--- config.mk ---
export PLATFORM = sky130hd
export DESIGN_NAME = rvc_fetch_expander
export DESIGN_NICKNAME = d
export VERILOG_FILES = /design/src/rtl/rvc_fetch_expander.sv
export SDC_FILE = /design/constraint.sdc
export NUM_CORES = 1
export LEC_CHECK = 0
export ABC_AREA = 1
export CAP_MARGIN = 20
export CORE_MARGIN = 10
export CORE_UTILIZATION = 43
export CTS_BUF_LIST = sky130_fd_sc_hd__clkbuf_2
export CTS_CLUSTER_SIZE = 40
export DETAILED_ROUTE_END_ITERATION = 8
export GPL_ROUTABILITY_DRIVEN = 0
export GPL_TIMING_DRIVEN = 0
export PLACE_DENSITY = 0.79
export SLEW_MARGIN = 20
export SYNTH_ARGS = -nofsm -noshare
export SYNTH_HDL_FRONTEND = slang
export SYNTH_SLANG_ARGS = --single-unit
--- constraint.sdc ---
create_clock -name clk -period 3.2 [get_ports clk]
set_clock_uncertainty 0.05 [all_clocks]
set_input_delay 0.64 -clock clk [delete_from_list [all_inputs] [get_ports clk]]
set_output_delay 0.64 -clock clk [all_outputs]
set_load 0.005 [all_outputs]
--- src/rtl/rvc_fetch_expander.sv ---
// rvc_fetch_expander: fetch-to-decode front end.
// Fetch words are split into 16-bit parcels held in a small circular queue.
// The head of the queue is decoded as either a compressed parcel (expanded to
// its RV32I equivalent) or the lower half of a 32-bit instruction. Complete
// instructions are moved into a registered output stage with valid/ready
// handshaking. A flush redirects the stream to a new halfword-aligned PC.
module rvc_fetch_expander #(
  parameter int          QDEPTH   = 4,
  parameter logic [31:0] RESET_PC = 32'h0000_0000,
  parameter int          ENABLE_C = 1
) (
  input  logic        clk,
  input  logic        rst,
  input  logic        flush,
  input  logic [31:0] flush_pc,
  input  logic        fetch_valid,
  output logic        fetch_ready,
  input  logic [31:0] fetch_data,
  output logic        out_valid,
  input  logic        out_ready,
  output logic [31:0] out_instr,
  output logic [31:0] out_pc,
  output logic        out_compressed,
  output logic        out_illegal
);

  localparam int PW = $clog2(QDEPTH);
  localparam int CW = PW + 1;
  // A word (two parcels) fits only while occupancy is at most QDEPTH-2.
  localparam logic [CW-1:0] FILL_MAX = CW'(QDEPTH - 2);

  // Expand one compressed parcel. Result is {illegal, instr}; an illegal
  // parcel is returned zero-extended so decode can report it.
  function automatic logic [32:0] expand_rvc(input logic [15:0] c);
    logic [31:0] instr;
    logic        ill;
    logic [4:0]  rd_f;
    logic [4:0]  rs2_f;
    logic [4:0]  rdp;
    logic [4:0]  rs1p;
    logic [11:0] imm6_sx;
    logic [20:0] joff;
    instr   = 32'h0000_0000;
    ill     = 1'b0;
    rd_f    = c[11:7];
    rs2_f   = c[6:2];
    rdp     = {2'b01, c[4:2]};
    rs1p    = {2'b01, c[9:7]};
    imm6_sx = {{6{c[12]}}, c[12], c[6:2]};
    // Jump offset bits are scattered across the parcel; bit 0 is always 0.
    joff    = {{10{c[12]}}, c[8], c[10:9], c[6], c[7], c[2], c[11], c[5:3], 1'b0};
    case (c[1:0])
      2'b00: begin
        case (c[15:13])
          3'b010:  instr = {5'b00000, c[5], c[12:10], c[6], 2'b00, rs1p, 3'b010, rdp, 7'b0000011};
          3'b110:  instr = {5'b00000, c[5], c[12], rdp, rs1p, 3'b010, c[11:10], c[6], 2'b00, 7'b0100011};
          default: ill = 1'b1;
        endcase
      end
      2'b01: begin
        case (c[15:13])
          3'b000:  instr = {imm6_sx, rd_f, 3'b000, rd_f, 7'b0010011};
          3'b001:  instr = {joff[20], joff[10:1], joff[11], joff[19:12], 5'd1, 7'b1101111};
          3'b010:  instr = {imm6_sx, 5'd0, 3'b000, rd_f, 7'b0010011};
          3'b011: begin
            // rd=x2 would be C.ADDI16SP, which is not part of the supported subset.
            if (({c[12], c[6:2]} == 6'd0) || (rd_f == 5'd2)) begin
              ill = 1'b1;
            end else begin
              instr = {{14{c[12]}}, c[12], c[6:2], rd_f, 7'b0110111};
            end
          end
          3'b101:  instr = {joff[20], joff[10:1], joff[11], joff[19:12], 5'd0, 7'b1101111};
          default: ill = 1'b1;
        endcase
      end
      2'b10: begin
        case (c[15:13])
          3'b100: begin
            if (rs2_f == 5'd0) begin
              // rs1=x0 here is C.EBREAK (bit12=1) or reserved (bit12=0).
              if (rd_f == 5'd0) begin
                ill = 1'b1;
              end else if (c[12]) begin
                instr = {12'h000, rd_f, 3'b000, 5'd1, 7'b1100111};
              end else begin
                instr = {12'h000, rd_f, 3'b000, 5'd0, 7'b1100111};
              end
            end else if (c[12]) begin
              instr = {7'b0000000, rs2_f, rd_f, 3'b000, rd_f, 7'b0110011};
            end else begin
              instr = {7'b0000000, rs2_f, 5'd0, 3'b000, rd_f, 7'b0110011};
            end
          end
          default: ill = 1'b1;
        endcase
      end
      default: ill = 1'b1;
    endcase
    if (ill) begin
      instr = {16'h0000, c};
    end else begin
      instr = instr;
    end
    return {ill, instr};
  endfunction

  logic [15:0]   queue_q [QDEPTH];
  logic [PW-1:0] rd_ptr_q, rd_ptr_d;
  logic [PW-1:0] wr_ptr_q, wr_ptr_d;
  logic [CW-1:0] count_q, count_d;
  logic          discard_q, discard_d;
  logic [31:0]   head_pc_q, head_pc_d;
  logic          out_valid_q, out_valid_d;
  logic [31:0]   out_instr_q, out_instr_d;
  logic [31:0]   out_pc_q, out_pc_d;
  logic          out_c_q, out_c_d;
  logic          out_ill_q, out_ill_d;

  logic [PW-1:0] rd_ptr_nx_s;
  logic [PW-1:0] wr_ptr_nx_s;
  logic [15:0]   head_lo_s;
  logic [15:0]   head_hi_s;
  logic          head_is_c_s;
  logic          instr_ready_s;
  logic          push_s;
  logic          load_s;
  logic [1:0]    push_cnt_s;
  logic [1:0]    pop_cnt_s;
  logic [32:0]   exp_s;

  // Flush blocks acceptance so a redirected stream never mixes with old words.
  assign fetch_ready = (count_q <= FILL_MAX) && !flush;

  // Head decode and handshake qualification.
  always_comb begin
    rd_ptr_nx_s   = rd_ptr_q + PW'(1);
    wr_ptr_nx_s   = wr_ptr_q + PW'(1);
    head_lo_s     = queue_q[rd_ptr_q];
    head_hi_s     = queue_q[rd_ptr_nx_s];
    head_is_c_s   = (ENABLE_C != 0) && (head_lo_s[1:0] != 2'b11);
    exp_s         = expand_rvc(head_lo_s);
    if (head_is_c_s) begin
      instr_ready_s = (count_q != '0);
    end else begin
      instr_ready_s = (count_q >= CW'(2));
    end
    push_s = fetch_valid && fetch_ready;
    load_s = !flush && instr_ready_s && (!out_valid_q || out_ready);
    if (push_s) begin
      push_cnt_s = discard_q ? 2'd1 : 2'd2;
    end else begin
      push_cnt_s = 2'd0;
    end
    if (load_s) begin
      pop_cnt_s = head_is_c_s ? 2'd1 : 2'd2;
    end else begin
      pop_cnt_s = 2'd0;
    end
  end

  // Parcel storage write; after a misaligned redirect only the upper half is kept.
  always_ff @(posedge clk) begin
    if (push_s) begin
      if (discard_q) begin
        queue_q[wr_ptr_q] <= fetch_data[31:16];
      end else begin
        queue_q[wr_ptr_q]    <= fetch_data[15:0];
        queue_q[wr_ptr_nx_s] <= fetch_data[31:16];
      end
    end
  end

  // Next-state for queue bookkeeping, head PC and output stage.
  always_comb begin
    rd_ptr_d    = rd_ptr_q;
    wr_ptr_d    = wr_ptr_q;
    count_d     = count_q;
    discard_d   = discard_q;
    head_pc_d   = head_pc_q;
    out_valid_d = out_valid_q;
    out_instr_d = out_instr_q;
    out_pc_d    = out_pc_q;
    out_c_d     = out_c_q;
    out_ill_d   = out_ill_q;
    if (flush) begin
      rd_ptr_d    = '0;
      wr_ptr_d    = '0;
      count_d     = '0;
      discard_d   = flush_pc[1];
      head_pc_d   = flush_pc & 32'hFFFF_FFFE;
      out_valid_d = 1'b0;
    end else begin
      wr_ptr_d = wr_ptr_q + PW'(push_cnt_s);
      rd_ptr_d = rd_ptr_q + PW'(pop_cnt_s);
      count_d  = count_q + CW'(push_cnt_s) - CW'(pop_cnt_s);
      if (push_s) begin
        discard_d = 1'b0;
      end else begin
        discard_d = discard_q;
      end
      if (load_s) begin
        out_valid_d = 1'b1;
        out_pc_d    = head_pc_q;
        if (head_is_c_s) begin
          out_instr_d = exp_s[31:0];
          out_c_d     = 1'b1;
          out_ill_d   = exp_s[32];
          head_pc_d   = head_pc_q + 32'd2;
        end else begin
          out_instr_d = {head_hi_s, head_lo_s};
          out_c_d     = 1'b0;
          out_ill_d   = 1'b0;
          head_pc_d   = head_pc_q + 32'd4;
        end
      end else if (out_ready) begin
        out_valid_d = 1'b0;
      end else begin
        out_valid_d = out_valid_q;
      end
    end
  end

  // State registers with asynchronous reset.
  always_ff @(posedge clk or posedge rst) begin
    if (rst) begin
      rd_ptr_q    <= '0;
      wr_ptr_q    <= '0;
      count_q     <= '0;
      discard_q   <= 1'b0;
      head_pc_q   <= RESET_PC;
      out_valid_q <= 1'b0;
      out_instr_q <= 32'h0000_0000;
      out_pc_q    <= RESET_PC;
      out_c_q     <= 1'b0;
      out_ill_q   <= 1'b0;
    end else begin
      rd_ptr_q    <= rd_ptr_d;
      wr_ptr_q    <= wr_ptr_d;
      count_q     <= count_d;
      discard_q   <= discard_d;
      head_pc_q   <= head_pc_d;
      out_valid_q <= out_valid_d;
      out_instr_q <= out_instr_d;
      out_pc_q    <= out_pc_d;
      out_c_q     <= out_c_d;
      out_ill_q   <= out_ill_d;
    end
  end

  assign out_valid      = out_valid_q;
  assign out_instr      = out_instr_q;
  assign out_pc         = out_pc_q;
  assign out_compressed = out_c_q;
  assign out_illegal    = out_ill_q;

endmodule

==> results of run 1 <==
## worst max-delay path: stages, from the launching register on
cell	delay, ps
dfrtp_1	450
buf_6	150
inv_4	80
nand2_1	60
nand3_1	80
nand2_2	100
inv_2	120
nand2_4	90
a21oi_2	180
nor2_2	90
nand2_2	100
inv_1	70
buf_4	180
fa_1	480
inv_1	50
fa_1	430
o21ai_1	140
a21oi_1	50
## power groups by stage
| stage | sequential, W | clock [W] | combinational [W] |
|---|---|---|---|
| after CTS | 0.00337 | 0.00124 | 0.00534 |
| after global routing | 0.00345 | 0.00132 | 0.00603 |
| after global placement | 0.00339 | 0 | 0.00516 |
| after detailed placement | 0.00342 | 0 | 0.00530 |
| final | 0.00338 | 0.00122 | 0.00548 |
| after floorplan | 0.00331 | 0 | 0.00325 |
## synthesized netlist by cell type (15+ instances only)
| cell | n |
|---|---|
| a21oi_1 | 32 |
| buf_2 | 23 |
| clkbuf_1 | 26 |
| dfrtp_1 | 105 |
| edfxtp_1 | 64 |
| inv_1 | 119 |
| nand2_1 | 482 |
| nand3_1 | 95 |
| nand4_1 | 17 |
| nor2_1 | 93 |
| nor3_1 | 15 |
| o211ai_1 | 19 |
| o21ai_0 | 158 |
| xor2_1 | 16 |
## per-stage QoR
stage                     utilization [%]  total power (W)  worst slack (ps)  cell area, um^2
after floorplan                         -          0.00657               263            10100
after global placement               51.7          0.00855              -703            11800
after detailed placement             52.0          0.00872              -773            11900
after CTS                            53.1          0.00994              21.5            12100
after global routing                 53.3           0.0108              7.39            12200
final                                53.3           0.0101               157            12200
## registers in the layout, summed over array words and instances (netlist names)
name            cells
queue_q            64
out_instr          32
head_pc_q          31
out_pc             31
count_q             3
rd_ptr_q            2
wr_ptr_q            2
discard_q           1
out_compressed      1
out_illegal         1
out_valid           1
## per-layer routing
layer	wire, um	share of wire, %
met2	14400	45
met4	1290	4.0
met3	3220	10
met1	13200	41
met5	0	0
## timing repair
item,in CTS,in global routing
resized for setup,5,10
setup endpoints to repair,2,2
setup buffers,0,2
pin swaps,0,1
## kinds of logic after synthesis
logic type,synth area share (%)
AND/OR/NAND/NOR,30.3
buffers and inverters,8.01
flip-flops,45.2
AO/OA/AOI/OAI,13.7
XOR/XNOR,1.57
other,0.0373
adder cells (fa/ha/maj),1.14
## final cells by class
type | count | area, um^2
inverter | 128 | 488
timing repair buffer | 139 | 1420
antenna | 1 | 2.50
clock inverter | 13 | 156
multi-input combinational | 1007 | 4740
buffer | 62 | 334
sequential | 169 | 4550
fill | 2175 | 10700
clock buffer | 19 | 95.1
tap | 313 | 392
## worst max path at each step
stage                  to  cells after the start
2_1_floorplan  count_q[2]                     13
3_3_place_gp   count_q[2]                     14
3_5_place_dp   count_q[2]                     14
4_1_cts        count_q[2]                     17
5_1_grt        count_q[2]                     17
6_report       count_q[2]                     17
==> results.yml, run 1 <==
clock_network:
  clkTransAtPathRegs_ps: 240
  cts_hold_buffers: 0
  cts_tree: "done"
  cts-htree-levels: 4
  cts-buffers-inserted: 17
  ctsRootBufferMaster: "clkbuf_2"
  clkLatencyLatePin_ps: 770
  clk_path_buf_depth: 2
  cts_sinks: 169
die:
  ioPinCount: 137
  die_w_um: 173
  die_area_mm2: 0.0299
  die_y_um: 173
  initial_utilization_pct: 44.1
  rows: 55
  coreArea_mm2: 0.0228
cells_and_area:
  final_cell_mix: "nand2_1 (478), o21ai_0 (157), clkdlybuf4s50_1 (134)"
  fin_cells: 1851
  drive_gt1_share_pct: 8.13
  mostFrequentLayoutCell: "nand2_1"
  syn2layout_area_growth_pct: 21.0
  nNetsFinal: 1601
route:
  wire_per_inst_um: 17.3
  firstDrtPassIters: 8
  ant_nets: 0
  drtIter0Drc: 1307
  wirelength_mm: 32.1
  via_per_inst: 5.46
  dr_total_vias: 10100
  drc: 0
worst_setup_path:
  crit_type: "register to register"
  r2r_slack_ps: 160
  r2r_start: "rd_ptr_q[0]"
  critPathMaxFanout: 10
  r2r_cells: 17
  worst_setup_path_start_kind: "register"
  worstPathRequired_ps: 3820
  critPathArrivalTime_ps: 3670
  endpoint_kind: "register"
  setup.worst_path.start: "rd_ptr_q[0]"
  worst_r2r_endpoint: "count_q[2]"
power:
  power_density_mw_per_mm2: 828
  swShare_pct: 46.9
  combPwrFrac_pct: 54.4
  seqPwrFrac_pct: 33.5
  internal_power_w: 0.00535
  p_leak_nw: 5.53
  p_clk_share_pct: 12.1
  peakVddDrop_mv: 0.306
  p_sw_w: 0.00473
synth:
  synthesis.nets: 1443
  synth_top_area_share_pct: 26.1
  synth_cells: 1366
  ys_types: 49
  ys_ff_latch: 169
  ys.flop_type: "dfrtp_1"
  ys_warn_count: 0
  synth_area_mm2: 0.0101
  avgSynthCellArea_um2: 7.37
  ys_top_cells_by_area: "dfrtp_1 (26%), edfxtp_1 (19%), nand2_1 (18%)"
  synth_edf_count: 64
  synth_top_area_cell: "dfrtp_1"
  async_flop_share_pct: 62.1
  ys_seq_area_share_pct: 45.2
hold_path:
  min_path_type: "input pin to asynchronous set/reset pin"
timing:
  drv_slew: 0
  tightest_slew_ps: 812
  rsz0062_at_grt: "no"
  period_share_pct: 95.1
  min_period_ps: 3040
  finalHoldViolations: 0
  fin_setup_tns_ps: 0
  maxSlewHeadroom_pct: 45.7
  hold_slack_ps: 135
  fmax_ghz: 0.329
  finalSetupViolations: 0
place:
  dp_cells: 1816
  io_buffers: 134
  dp_hpwl_mm: 25.4
flow_run:
  max-cap-violations: 0
global_route:
  grt_pass1_vias: 9524
  top_usage_layer: "met2"
  grtUsageMet2_pct: 32.8
  grt_pass1_wl_mm: 51.3
  grt_overflow: 0
  use_met3_pct: 4.77
  antenna_found_initial: 1
  track_usage_pct: 20.9
  met1_usage_pct: 27.0
  grt_max_degree: 33
status:
  status: "complete, no violations"
Power figures use the tool's default switching activity.
==> run 2, diff against run 1 <==
--- a/config.mk
+++ b/config.mk
@@ -6,14 +6,12 @@
 export NUM_CORES = 1
 export LEC_CHECK = 0
 export ABC_AREA = 1
-export CAP_MARGIN = 20
 export CORE_MARGIN = 10
 export CORE_UTILIZATION = 43
 export CTS_BUF_LIST = sky130_fd_sc_hd__clkbuf_2
 export CTS_CLUSTER_SIZE = 40
 export DETAILED_ROUTE_END_ITERATION = 8
 export GPL_ROUTABILITY_DRIVEN = 0
-export GPL_TIMING_DRIVEN = 0
 export PLACE_DENSITY = 0.79
 export SLEW_MARGIN = 20
 export SYNTH_ARGS = -nofsm -noshare
==> run 2 against run 1 <==
Clock-buffer cell count unchanged. First-iteration DRC count is 14% lower. Combinational power is 5.5% lower. Register-to-register slack gained 120 ps. Worst setup slack gained 120 ps. Die area did not move. Global-route usage down 1.9 points. Wire length down 9.4%. Sequential share of layout area up 0.67 points. Maximum frequency rose by 4.2%. Critical path depth fell by 4. Critical path type unchanged. Largest power group unchanged.
==> results.yml, run 2 (same netlist as run 1, synthesis figures left out) <==
worst_setup_path:
  critPathArrivalTime_ps: 3550
  critPathMaxFanout: 11
  r2r_slack_ps: 280
  endpoint_kind: "register"
  r2r_start: "rd_ptr_q[0]"
  r2r_cells: 13
  worst_r2r_endpoint: "count_q[2]"
  worst_setup_path_start_kind: "register"
  crit_slowest_cell: "dfrtp_2"
  cpMostUsedCell: "nand2_1"
  worstPathRequired_ps: 3830
  path_cells: "o21ai_0, nand2_1, nand2_1, nand2_1, a21oi_2, nor2_4, nand2_1, inv_1, fa_1, inv_1, fa_1, o21ai_0, a21oi_1"
  max_stage_delay_ps: 550
  crit_type: "register to register"
global_route:
  grt_overflow: 0
  grt_max_degree: 65
  antenna_found_initial: 1
  track_usage_pct: 19.0
  grt_pass1_vias: 9085
  grt_pass1_wl_mm: 47.2
cells_and_area:
  drive_gt1_share_pct: 7.53
  syn2layout_area_growth_pct: 18.9
  design_area_mm2: 0.0120
  mostFrequentLayoutCell: "nand2_1"
  regMostFlops: "queue_q"
  seqCellArea_mm2: 0.00455
  n_fill_cell: 2177
  fin_util_pct: 52.4
  final_cell_mix: "nand2_1 (482), o21ai_0 (158), clkdlybuf4s50_1 (134)"
  largest_reg_flops: 64
  nNetsFinal: 1565
  multi_input_area_mm2: 0.00473
die:
  rows: 55
  ioPinCount: 137
  die_y_um: 173
  die_area_mm2: 0.0299
  initial_utilization_pct: 44.1
  die_w_um: 173
  coreArea_mm2: 0.0228
route:
  wire_per_inst_um: 16.0
  dr_total_vias: 9699
  firstDrtPassIters: 8
  ant_nets: 0
  drtIter0Drc: 1130
  wirelength_mm: 29.1
  via_per_inst: 5.34
  drc: 0
timing:
  drv_slew: 0
  min_period_ps: 2920
  finalHoldViolations: 0
  maxSlewHeadroom_pct: 54.5
  fmax_ghz: 0.343
  tightest_slew_ps: 683
  finalSetupViolations: 0
  period_share_pct: 91.2
  fin_setup_tns_ps: 0
  rsz0062_at_grt: "no"
clock_network:
  clk_path_buf_depth: 2
  cts-htree-levels: 4
  ctsRootBufferMaster: "clkbuf_2"
  cts_sinks: 169
  cts-buffers-inserted: 17
  cts_tree: "done"
  clkLatencyLatePin_ps: 780
  clkTransAtPathRegs_ps: 290
hold_path:
  worstHoldStart: "flush_pc[10]"
  min_path_type: "input pin to register"
  holdPathStages: 3
  whs_endpoint: "head_pc_q[10]"
place:
  dp_hpwl_mm: 21.7
  io_buffers: 134
  dpl_cell_area_mm2: 0.0117
status:
  status: "complete, no violations"
power:
  peakVddDrop_mv: 0.359
  p_leak_nw: 5.42
  power_w: 0.00970
  power_density_mw_per_mm2: 811
flow_run:
  max-cap-violations: 0
run 2: changes by cell type in the layout (fill, tap and decap cells not counted), sizes merged:
cell	delta
buf	-11
dlygate4sd3	+1
clkbuf	-26
bufinv	-1
clkinv	-1
clkinvlp	+2
run 2: where the power goes:
part           leakage [nW]  internal (W)  switching [W]
Clock                 0.141      0.000314       0.000825
Combinational          3.40       0.00196        0.00322
Sequential             1.88       0.00289       0.000483
Total                  5.42       0.00517        0.00453
run 2: stage by stage:
stage / setup WS (ps) / cells / hold WS (ps)
2_1_floorplan: 263 / 1366 / 415
3_3_place_gp: 228 / 1781 / 405
3_5_place_dp: 195 / 1781 / 415
4_1_cts: 142 / 1814 / 276
5_1_grt: 72.6 / 1815 / 296
6_report: 281 / 1815 / 327
run 2: what timing repair did:
action	4_1_cts	5_1_grt
endpoints found under the hold margin	1	0
resized for setup	0	2
buffers inserted	0	0
hold buffers	1	0
endpoints found under the setup margin	0	2
run 2: layout make-up:
type | instances | share of cell area, %
repair buffers | 165 | 13.2
well taps | 313 | 3.27
inverters | 128 | 4.08
diodes | 1 | 0.0209
flip-flops and latches | 169 | 38.0
clock inverters | 13 | 1.12
multi-input cells | 1007 | 39.5
clock buffers | 19 | 0.795
run 2: how the worst max path moves through the flow:
stage / start / to / slack, ps
global placement: flush / count_q[2] / 230
global route: rd_ptr_q[0] / count_q[2] / 70
floorplan: flush / count_q[2] / 260
finish: rd_ptr_q[0] / count_q[2] / 280
CTS: rd_ptr_q[0] / count_q[2] / 140
detailed placement: flush / count_q[2] / 190
run 2: worst max-delay path, delay by kind of cell, from the launching register on:
family	cells	cell delay [ps]
buf+inv	2	140
flops	1	550
fa+ha+maj	2	910
simple gates	5	520
compound gates	4	640
run 2: layer usage:
layer / wire (um) / global-route usage [%] / vias to the layer above
met2: 13500 / 30.9 / 462
met5: 0 / 0 / -
li1: - / - / 4705
met1: 12400 / 24.6 / 4478
met3: 2510 / 4.12 / 54
met4: 639 / 6.32 / 0
==> run 3, diff against run 2 <==
--- a/config.mk
+++ b/config.mk
@@ -9,6 +9,7 @@
 export CORE_MARGIN = 10
 export CORE_UTILIZATION = 43
 export CTS_BUF_LIST = sky130_fd_sc_hd__clkbuf_2
+export CTS_CLUSTER_DIAMETER = 60
 export CTS_CLUSTER_SIZE = 40
 export DETAILED_ROUTE_END_ITERATION = 8
 export GPL_ROUTABILITY_DRIVEN = 0
==> results of run 3 <==
Final layout, timing and power as in run 2 (identical DEF).
